File: src/rtl/imm_pack_pkg.sv
// Shared encodings for the immediate packer: extension modes, FSM states, beat record.
// Optional auto mode selection is enabled by defining IMM_PACK_AUTO_EN.
package imm_pack_pkg;

    localparam logic [1:0] EOP_SEXT = 2'b00;
    localparam logic [1:0] EOP_ZEXT = 2'b01;
    localparam logic [1:0] EOP_LUI  = 2'b10;
    localparam logic [1:0] EOP_BR   = 2'b11;

    typedef enum logic [1:0] {
        IDLE  = 2'd0,
        BEAT0 = 2'd1,
        BEAT1 = 2'd2
    } state_e;

    typedef struct packed {
        logic [15:0] imm;
        logic [1:0]  eop;
        logic        last;
        logic        split;
        logic        err;
    } beat_t;

    function automatic beat_t mk_beat(input logic [15:0] imm, input logic [1:0] eop,
                                      input logic last, input logic split, input logic err);
        beat_t b;
        b.imm   = imm;
        b.eop   = eop;
        b.last  = last;
        b.split = split;
        b.err   = err;
        return b;
    endfunction

endpackage

File: src/rtl/imm_pack_if.sv
// Request/beat handshake bundle between the instruction generator and imm_pack.
interface imm_pack_if;
    logic        in_valid;
    logic        in_ready;
    logic [31:0] in_value;
    logic [1:0]  in_eop;
    logic        out_valid;
    logic        out_ready;
    logic [15:0] out_imm;
    logic [1:0]  out_eop;
    logic        out_last;
    logic        out_split;
    logic        out_err;

    modport master (
        output in_valid, in_value, in_eop, out_ready,
        input  in_ready, out_valid, out_imm, out_eop, out_last, out_split, out_err
    );

    modport slave (
        input  in_valid, in_value, in_eop, out_ready,
        output in_ready, out_valid, out_imm, out_eop, out_last, out_split, out_err
    );
endinterface

File: src/rtl/imm_fit_check.sv
// Combinational check: does a 32-bit constant survive the given extension mode, and
// which 16-bit field rebuilds it.
module imm_fit_check
    import imm_pack_pkg::*;
(
    input  logic [31:0] value_i,
    input  logic [1:0]  eop_i,
    output logic        fit_o,
    output logic [15:0] imm_o
);

    always_comb begin
        fit_o = 1'b0;
        imm_o = value_i[15:0];
        case (eop_i)
            EOP_SEXT: fit_o = (&value_i[31:15]) | ~(|value_i[31:15]);
            EOP_ZEXT: fit_o = ~(|value_i[31:16]);
            EOP_LUI: begin
                fit_o = ~(|value_i[15:0]);
                imm_o = value_i[31:16];
            end
            default: begin
                // branch offsets are word aligned and sign-extended from bit 17
                fit_o = ~(|value_i[1:0]) & ((&value_i[31:17]) | ~(|value_i[31:17]));
                imm_o = value_i[17:2];
            end
        endcase
    end

endmodule

File: src/rtl/imm_pack.sv
// Packs a 32-bit constant into one immediate beat, or a lui/ori beat pair when it does
// not fit. IMM_PACK_AUTO_EN: try SEXT, ZEXT, LUI before falling back to a split.
module imm_pack
    import imm_pack_pkg::*;
#(
    parameter int CNT_W = 16
) (
    input  logic             clk,
    input  logic             rst_n,
    imm_pack_if.slave        bus,
    output logic [CNT_W-1:0] split_cnt
);

    localparam logic [1:0] S_IDLE  = IDLE;
    localparam logic [1:0] S_BEAT0 = BEAT0;
    localparam logic [1:0] S_BEAT1 = BEAT1;

    logic [3:0]       fit;
    logic [3:0][15:0] fimm;

    for (genvar m = 0; m < 4; m++) begin : g_fit
        imm_fit_check u_fit (
            .value_i (bus.in_value),
            .eop_i   (2'(m)),
            .fit_o   (fit[m]),
            .imm_o   (fimm[m])
        );
    end

    logic [1:0]       state_q, state_d;
    logic             vld_q, vld_d;
    beat_t            beat_q, beat_d;
    logic [15:0]      lo_q, lo_d;
    logic [CNT_W-1:0] cnt_q, cnt_d;
    beat_t            first;
    logic             accept, xfer;

    assign bus.in_ready = rst_n && (state_q == S_IDLE);
    assign accept       = bus.in_valid && bus.in_ready;
    assign xfer         = vld_q && bus.out_ready;

    always_comb begin
        first = mk_beat(bus.in_value[31:16], EOP_LUI, 1'b0, 1'b1, 1'b0);
        if (fit[bus.in_eop])
            first = mk_beat(fimm[bus.in_eop], bus.in_eop, 1'b1, 1'b0, 1'b0);
        else if (bus.in_eop == EOP_BR)
            first = mk_beat(16'h0000, EOP_BR, 1'b1, 1'b0, 1'b1);
`ifdef IMM_PACK_AUTO_EN
        else if (fit[0])
            first = mk_beat(fimm[0], EOP_SEXT, 1'b1, 1'b0, 1'b0);
        else if (fit[1])
            first = mk_beat(fimm[1], EOP_ZEXT, 1'b1, 1'b0, 1'b0);
        else if (fit[2])
            first = mk_beat(fimm[2], EOP_LUI, 1'b1, 1'b0, 1'b0);
`endif
    end

    always_comb begin
        state_d = state_q;
        vld_d   = vld_q;
        beat_d  = beat_q;
        lo_d    = lo_q;
        cnt_d   = cnt_q;
        case (state_q)
            S_IDLE: begin
                if (accept) begin
                    state_d = S_BEAT0;
                    vld_d   = 1'b1;
                    beat_d  = first;
                    lo_d    = bus.in_value[15:0];
                    if (first.split && (cnt_q != '1))
                        cnt_d = cnt_q + CNT_W'(1);
                end
            end
            S_BEAT0: begin
                if (xfer) begin
                    if (beat_q.last) begin
                        state_d = S_IDLE;
                        vld_d   = 1'b0;
                    end else begin
                        state_d = S_BEAT1;
                        beat_d  = mk_beat(lo_q, EOP_ZEXT, 1'b1, 1'b1, 1'b0);
                    end
                end
            end
            S_BEAT1: begin
                if (xfer) begin
                    state_d = S_IDLE;
                    vld_d   = 1'b0;
                end
            end
            default: begin
                state_d = S_IDLE;
                vld_d   = 1'b0;
            end
        endcase
    end

    always_ff @(posedge clk or negedge rst_n) begin
        if (!rst_n) begin
            state_q <= S_IDLE;
            vld_q   <= 1'b0;
            beat_q  <= '0;
            lo_q    <= '0;
            cnt_q   <= '0;
        end else begin
            state_q <= state_d;
            vld_q   <= vld_d;
            beat_q  <= beat_d;
            lo_q    <= lo_d;
            cnt_q   <= cnt_d;
        end
    end

    assign bus.out_valid = vld_q;
    assign bus.out_imm   = beat_q.imm;
    assign bus.out_eop   = beat_q.eop;
    assign bus.out_last  = beat_q.last;
    assign bus.out_split = beat_q.split;
    assign bus.out_err   = beat_q.err;
    assign split_cnt     = cnt_q;

endmodule

File: src/flat_wrapper.sv
// flat-port wrapper written by rule: the top's interface ports become plain ports
module imm_pack_flat import imm_pack_pkg::*;
#(
    parameter int CNT_W = 16
)
  (clk, rst_n, split_cnt, bus_in_valid, bus_in_value, bus_in_eop, bus_out_ready, bus_in_ready, bus_out_valid, bus_out_imm, bus_out_eop, bus_out_last, bus_out_split, bus_out_err);
  imm_pack_if bus_i ();
  input  logic clk;
  input  logic rst_n;
  output logic [CNT_W-1:0] split_cnt;
  input wire logic [$bits(bus_i.in_valid)-1:0] bus_in_valid;
  input wire logic [$bits(bus_i.in_value)-1:0] bus_in_value;
  input wire logic [$bits(bus_i.in_eop)-1:0] bus_in_eop;
  input wire logic [$bits(bus_i.out_ready)-1:0] bus_out_ready;
  output wire logic [$bits(bus_i.in_ready)-1:0] bus_in_ready;
  output wire logic [$bits(bus_i.out_valid)-1:0] bus_out_valid;
  output wire logic [$bits(bus_i.out_imm)-1:0] bus_out_imm;
  output wire logic [$bits(bus_i.out_eop)-1:0] bus_out_eop;
  output wire logic [$bits(bus_i.out_last)-1:0] bus_out_last;
  output wire logic [$bits(bus_i.out_split)-1:0] bus_out_split;
  output wire logic [$bits(bus_i.out_err)-1:0] bus_out_err;
  assign bus_i.in_valid = bus_in_valid;
  assign bus_i.in_value = bus_in_value;
  assign bus_i.in_eop = bus_in_eop;
  assign bus_i.out_ready = bus_out_ready;
  assign bus_in_ready = bus_i.in_ready;
  assign bus_out_valid = bus_i.out_valid;
  assign bus_out_imm = bus_i.out_imm;
  assign bus_out_eop = bus_i.out_eop;
  assign bus_out_last = bus_i.out_last;
  assign bus_out_split = bus_i.out_split;
  assign bus_out_err = bus_i.out_err;
  imm_pack #(.CNT_W(CNT_W)) u_core (.clk(clk), .rst_n(rst_n), .bus(bus_i), .split_cnt(split_cnt));
endmodule
File: config.mk
export PLATFORM = sky130hd
export DESIGN_NAME = imm_pack_flat
export DESIGN_NICKNAME = d
export VERILOG_FILES = /design/src/rtl/imm_pack_pkg.sv /design/src/rtl/imm_pack_if.sv /design/src/rtl/imm_fit_check.sv /design/src/rtl/imm_pack.sv /design/src/flat_wrapper.sv
export SDC_FILE = /design/constraint.sdc
export NUM_CORES = 1
export LEC_CHECK = 0
export CAP_MARGIN = 20
export CELL_PAD_IN_SITES_DETAIL_PLACEMENT = 1
export CELL_PAD_IN_SITES_GLOBAL_PLACEMENT = 2
export CORE_AREA = 2 2 146 77
export DETAILED_ROUTE_END_ITERATION = 8
export DIE_AREA = 0 0 148 79
export GPL_TIMING_DRIVEN = 0
export PLACE_DENSITY = 0.92
export SYNTH_ARGS = -nofsm -noshare
export SYNTH_HDL_FRONTEND = slang
export SYNTH_SLANG_ARGS = --single-unit
File: constraint.sdc
create_clock -name clk -period 5.54 [get_ports clk]
set_clock_uncertainty 0.15 [all_clocks]
set_input_delay 1.108 -clock clk [delete_from_list [all_inputs] [get_ports clk]]
set_output_delay 1.108 -clock clk [all_outputs]
set_load 0.02 [all_outputs]
==> results.toml, run 1 <==
[clocking]
worstSkewPairLatency_ps = 290
cts_resized = 0
htreeDepth = 2
cts_tree = "built"
cts_root_buf = "clkbuf_16"
clockBufferDepth = 2
post_cts_buffers = 0
cts-hold-fix-buffers = 0
clkSinkCount = 56
numCtsBuffers = 5
cts.clk_slew.worst_paths_ps = 70

[detailed_routing]
drtIter0Drc = 226
dr_total_vias = 3197
drt-wirelength-per-cell_um = 19.3
vias_per_cell = 5.42
dr.pass1.iters = 5
drc = 0
routed_wl_mm = 11.4
antenna_left = 0

[power]
power_density_mw_per_mm2 = 419
leakagePower_nw = 1.73
vdd_drop_max_mv = 0.142
clkPwrFrac = 0.173
pwr-share-comb = 0.448
p_int_mw = 1.08
power_frac_seq = 0.378
switching_share = 0.407
p_total_mw = 1.82
power_switching_uw = 741

[outcome]
status = "finished, final reports clean"

[setup_path]
worst_path_max_delay_cell = "clkdlybuf4s50_1"
critical_path.max_stage_delay_ps = 670
critical_path.top_delay_family = "buffers and inverters"
path_buf_inv = 3
critPathKind = "in2out"
crit_fanout = 39
worstPathCellList = "buf_2 -> buf_12 -> nor3b_1 -> clkdlybuf4s50_1"
cp.required_ps = 4280
worst_setup_path_start_kind = "input port"
crit_arrival_ps = 2840
end_kind = "output port"

[placement]
dp_hpwl_mm = 8.80
dpl_cell_area_mm2 = 0.00420
gp_congestion = 0.884
dp_slack_ps = 1400
portBuffers = 75

[cells_and_area]
fin_util = 0.412
drive_gt1_frac = 0.0831
area_growth_pct = 33.6
ff_latch_area_mm2 = 0.00140
fin_area_mm2 = 0.00434
multiInputGateArea_mm2 = 0.00170
nFillCells = 1241
fin_nets = 483
n_antenna_cell = 0

[timing]
layout_setup_ws_ps = 1440
drv_slew = 0
max_freq_mhz = 244
fin_crit_ps = 4100
hold_viol = 0
rsz0062_at_grt = "no"
worst_pin_slew_ps = 654
finalSetupViolCount = 0
slew_headroom = 0.564
finalCritPeriodShare = 0.740
fin_tns_setup_ps = 0

[synthesis]
synth-edff-count = 0
synth_nets = 400
synth_area_leaders = "dfrtp_1 (43%), nand2_1 (10%), o2bb2ai_1 (3.5%), mux2_2 (3.1%), xor2_1 (3.0%)"
synthFlopType = "dfrtp_1"
netlist_top_cells_count = "nand2_1 (89), dfrtp_1 (56), nor2_1 (23)"
yosysMostFrequentCell = "nand2_1"
yosys.area.top_type = "dfrtp_1"
synth_top_cell_area_share = 0.431
synth-seq-cells = 56
avgSynthCellArea_um2 = 9.00
synth.cell_area_mm2 = 0.00325
ys_warn_count = 0
synthArstFlopShare = 1.00
synth_cell_types = 56
syn_inst = 361
ys_seq_area_frac = 0.431

[die]
initial_core_util = 0.308
dieHeight_um = 79
die_x_um = 148
dieArea_mm2 = 0.0117
ios = 77
rows = 27
coreArea_mm2 = 0.0105

[global_route]
gr-total-overflow = 0
grt_usage = 0.202
grt_antenna_before_repair = 0
grt_max_degree = 40
grt_pass1_vias = 3239
grt_pass1_wl_mm = 18.3

[min_path]
hold_path.class = "reg2reg"

[run]
max_cap_viol_count = 0
-- power by group through the flow --
| stage | registers (mW) | clock network (mW) | logic (mW) |
|---|---|---|---|
| 2_1_floorplan | 0.777 | 0 | 0.327 |
| 3_3_place_gp | 0.683 | 0 | 0.787 |
| 3_5_place_dp | 0.692 | 0 | 0.812 |
| 4_1_cts | 0.688 | 0.326 | 0.815 |
| 5_1_grt | 0.712 | 0.348 | 0.885 |
| 6_report | 0.688 | 0.316 | 0.816 |
-- cell usage in the layout, fill, tap and decap left out, types with 4 or more instances in the layout --
cell type	n
a31oi_1	15
clkbuf_1	14
clkbuf_16	5
clkdlybuf4s50_1	74
dfrtp_1	56
inv_1	6
mux2_1	5
mux2_2	9
nand2_1	89
nand3_1	7
nand4_1	5
nor2_1	23
nor3_1	5
nor4_1	14
nor4b_1	4
o21ai_0	15
o2bb2ai_1	13
or3_1	13
xnor2_1	4
xor2_1	11
-- cell families after synthesis --
group                    share of synthesized area
AND/OR/NAND/NOR                              0.260
flip-flops                                   0.431
XOR/XNOR                                    0.0404
adder cells (fa/ha/maj)                    0.00385
multiplexers                                0.0578
AO/OA/AOI/OAI                                0.161
buffers and inverters                       0.0458
-- sequential cells by signal, indices dropped and copies added, names as in the netlist --
register              flops
u_core.state_q            2
u_core.bus.out_eop        2
u_core.bus.out_imm       16
u_core.lo_q              16
u_core.bus.out_err        1
u_core.bus.out_split      1
u_core.split_cnt         16
u_core.bus.out_last       1
u_core.bus.out_valid      1
-- tightest hold or removal path, delay by kind of cell (launching register included) --
family	cells	cell delay, ps
DFF	1	340
and+or+nand+nor	2	100
-- per-stage QoR --
step / hold slack, ps / cells
detailed placement: 311 / 582
finish: 321 / 590
CTS: 328 / 590
global placement: 302 / 581
floorplan: 287 / 361
global route: 352 / 590
-- area by class of cell --
cell class              count  area share
plain buffers              21      0.0291
clock buffers               5      0.0288
multi-input cells         278       0.391
clock inverters             3     0.00432
well taps                 145      0.0418
inverters                   6     0.00519
flip-flops and latches     56       0.323
repair buffers             76       0.176
-- final timing paths --
path	from	to	slack, ps	cells after the start
max in group asynchronous	rst_n	u_core.bus.out_imm[7]	4040	2
min in group asynchronous	rst_n	u_core.bus.out_imm[6]	620	1
setup / recovery	rst_n	bus_in_ready	1440	4
hold / removal	u_core.lo_q[1]	u_core.lo_q[1]	320	2
hold reg to reg	u_core.lo_q[1]	u_core.lo_q[1]	320	2
setup reg to reg	u_core.state_q[1]	u_core.split_cnt[14]	2710	7
-- per-layer routing --
metal / vias up / track usage / part of all wire
li1: 1466 / - / -
met1: 1613 / 0.317 / 0.51
met2: 114 / 0.292 / 0.42
met3: 4 / 0.0351 / 0.063
met4: 0 / 0.0295 / 0.0027
met5: - / 0 / 0
Note: power is estimated with default switching activity, not from simulation.
==> run 2, diff against run 1 <==
- CORE_AREA: 2 2 146 77 -> 2 2 159 83
- DIE_AREA: 0 0 148 79 -> 0 0 161 85
- PLACE_DENSITY: 0.92 -> 0.83
- clock period: 5.54 -> 3.7 ns (I/O delays scaled with it)
==> run 2 against run 1 <==
Sequential cell count is the same. Sequential power grew 50%. Final area grew 0.72%. Critical endpoint is now u_core.split_cnt[14]. Global-route usage shrank 1.7 points. Register-to-register slack lost 1900 ps. Critical path depth grew 4. First-iteration DRC count grew 0.44%. Via count shrank 0.31%. Clock power grew 55%.
==> results.toml, run 2 (synthesis gave the netlist of run 1 again) <==
[die]
die_x_um = 161
initial_core_util = 0.263
dieHeight_um = 85
rows = 29
dieArea_mm2 = 0.0137
ios = 77
coreArea_mm2 = 0.0123

[global_route]
grt_pass1_vias = 3287
grt_pass1_wl_mm = 19.4
grt_antenna_before_repair = 0
grt_max_degree = 33
gr-total-overflow = 0
grt_usage = 0.185

[timing]
fin_crit_ps = 3390
fin_tns_setup_ps = 0
worst_pin_slew_ps = 667
max_freq_mhz = 295
hold_viol = 0
slew_headroom = 0.555
drv_slew = 0
holdWs_ps = 234
finalSetupViolCount = 0
rsz0062_at_grt = "no"
finalCritPeriodShare = 0.916

[detailed_routing]
drc = 0
routed_wl_mm = 12.2
dr_total_vias = 3187
vias_per_cell = 5.19
antenna_left = 0
drtIter0Drc = 227
dr.pass1.iters = 4
drt-wirelength-per-cell_um = 19.8

[cells_and_area]
drive_gt1_frac = 0.0811
fin_util = 0.354
fin_cells = 614
area_growth_pct = 34.5
fin_area_mm2 = 0.00437
final_common_cell = "nand2_1"
fin_nets = 482
nFillCells = 1460
layout_common_cells = "nand2_1 (89), clkdlybuf4s50_1 (74), dfrtp_1 (56)"
n_antenna_cell = 0

[power]
p_int_mw = 1.62
power_switching_mw = 1.13
leakagePower_nw = 1.73
clkPwrFrac = 0.179
vdd_drop_max_mv = 0.203
switching_share = 0.411
pwr-share-comb = 0.447
power_frac_seq = 0.374
power_density_mw_per_mm2 = 628

[min_path]
hold_path.class = "in2async"

[clocking]
cts_root_buf = "clkbuf_16"
clockBufferDepth = 2
worstSkewPairLatency_ps = 300
htreeDepth = 2
cts-hold-fix-buffers = 0
clkSinkCount = 56
cts.clk_slew.worst_paths_ps = 80
numCtsBuffers = 5
cts_tree = "built"
post_cts_buffers = 0

[placement]
portBuffers = 75
gp_congestion = 0.851
place_inst = 607
dp_hpwl_mm = 9.47
dpl_cell_area_mm2 = 0.00423

[setup_path]
critical_path.top_delay_family = "buffers and inverters"
worst_setup_path_start_kind = "input port"
path_buf_inv = 3
crit_fanout = 10
worst_path_max_delay_cell = "clkdlybuf4s50_1"
worstPathCellList = "clkdlybuf4s50_1 -> clkbuf_1 -> o41ai_1 -> o211ai_2 -> o2111ai_2 -> buf_4 -> nor4_1 -> xnor2_1"
end_kind = "flip-flop"
worst-path-stages = 8
critical_path.max_stage_delay_ps = 480
crit_arrival_ps = 3460
cp.required_ps = 3770
critPathKind = "in2reg"
reg2reg_depth = 7

[outcome]
status = "finished, final reports clean"

[run]
max_cap_viol_count = 0
[run 2: cell count changes in the layout (fill, tap and decap cells not counted), sizes merged]
cell	change
buf	-1
clkbuf	+1
clkinvlp	+1
clkinv	-2
[run 2: path summary, 6_finish.rpt]
kind | startpoint | end | slack, ps
max | bus_in_eop[0] | u_core.split_cnt[14] | 310
min | rst_n | u_core.split_cnt[5] | 230
max reg2reg | u_core.split_cnt[3] | u_core.split_cnt[12] | 820
min reg2reg | u_core.lo_q[1] | u_core.lo_q[1] | 320
max in group asynchronous | rst_n | u_core.lo_q[12] | 2650
min in group clk | u_core.lo_q[1] | u_core.lo_q[1] | 320
[run 2: layout make-up]
cell class | count | area [µm²] | area share
sequential | 56 | 1400 | 0.321
buffer | 20 | 123 | 0.0280
tap | 170 | 213 | 0.0487
multi-input combinational | 278 | 1700 | 0.389
clock buffer | 6 | 129 | 0.0295
inverter | 6 | 22.5 | 0.00515
timing repair buffer | 76 | 768 | 0.176
clock inverter | 2 | 16.3 | 0.00372
[run 2: worst register-to-register path, stage by stage (launching register included)]
cell	delay, ps
dfrtp_1	450
nand4_1	280
nor4_2	470
nand4_1	280
nor3_2	510
buf_2	340
nor4_1	100
xor2_1	170
[run 2: timing repair]
action,4_1_cts,5_1_grt
gates resized for setup,0,1
endpoints found under the hold margin,0,0
setup endpoints to repair,0,26
[run 2: metrics by stage]
step                total power, mW  setup WS, ps
floorplan                      1.65           827
global placement               2.21         -1860
detailed placement             2.27          -218
CTS                            2.77          64.8
global route                   2.92           127
finish                         2.74           312
[run 2: power groups by stage]
stage          logic (mW)  registers, mW  clock network, mW
6_report             1.23           1.03              0.491
5_1_grt              1.34           1.06              0.524
4_1_cts              1.24           1.03              0.504
3_5_place_dp         1.23           1.03                  0
3_3_place_gp         1.18           1.02                  0
2_1_floorplan       0.489           1.16                  0
[run 2: layer usage]
metal | vias to the layer above | global-route usage | routed length (µm)
met3 | 12 | 0.0371 | 678
met2 | 104 | 0.269 | 5160
li1 | 1465 | - | -
met5 | - | 0 | 0
met1 | 1606 | 0.282 | 6210
met4 | 0 | 0.0373 | 129
==> run 3, diff against run 2 <==
- TNS_END_PERCENT: unset -> 10
==> results of run 3 <==
Same layout as run 2: the final DEF is identical, and so are final timing and power.
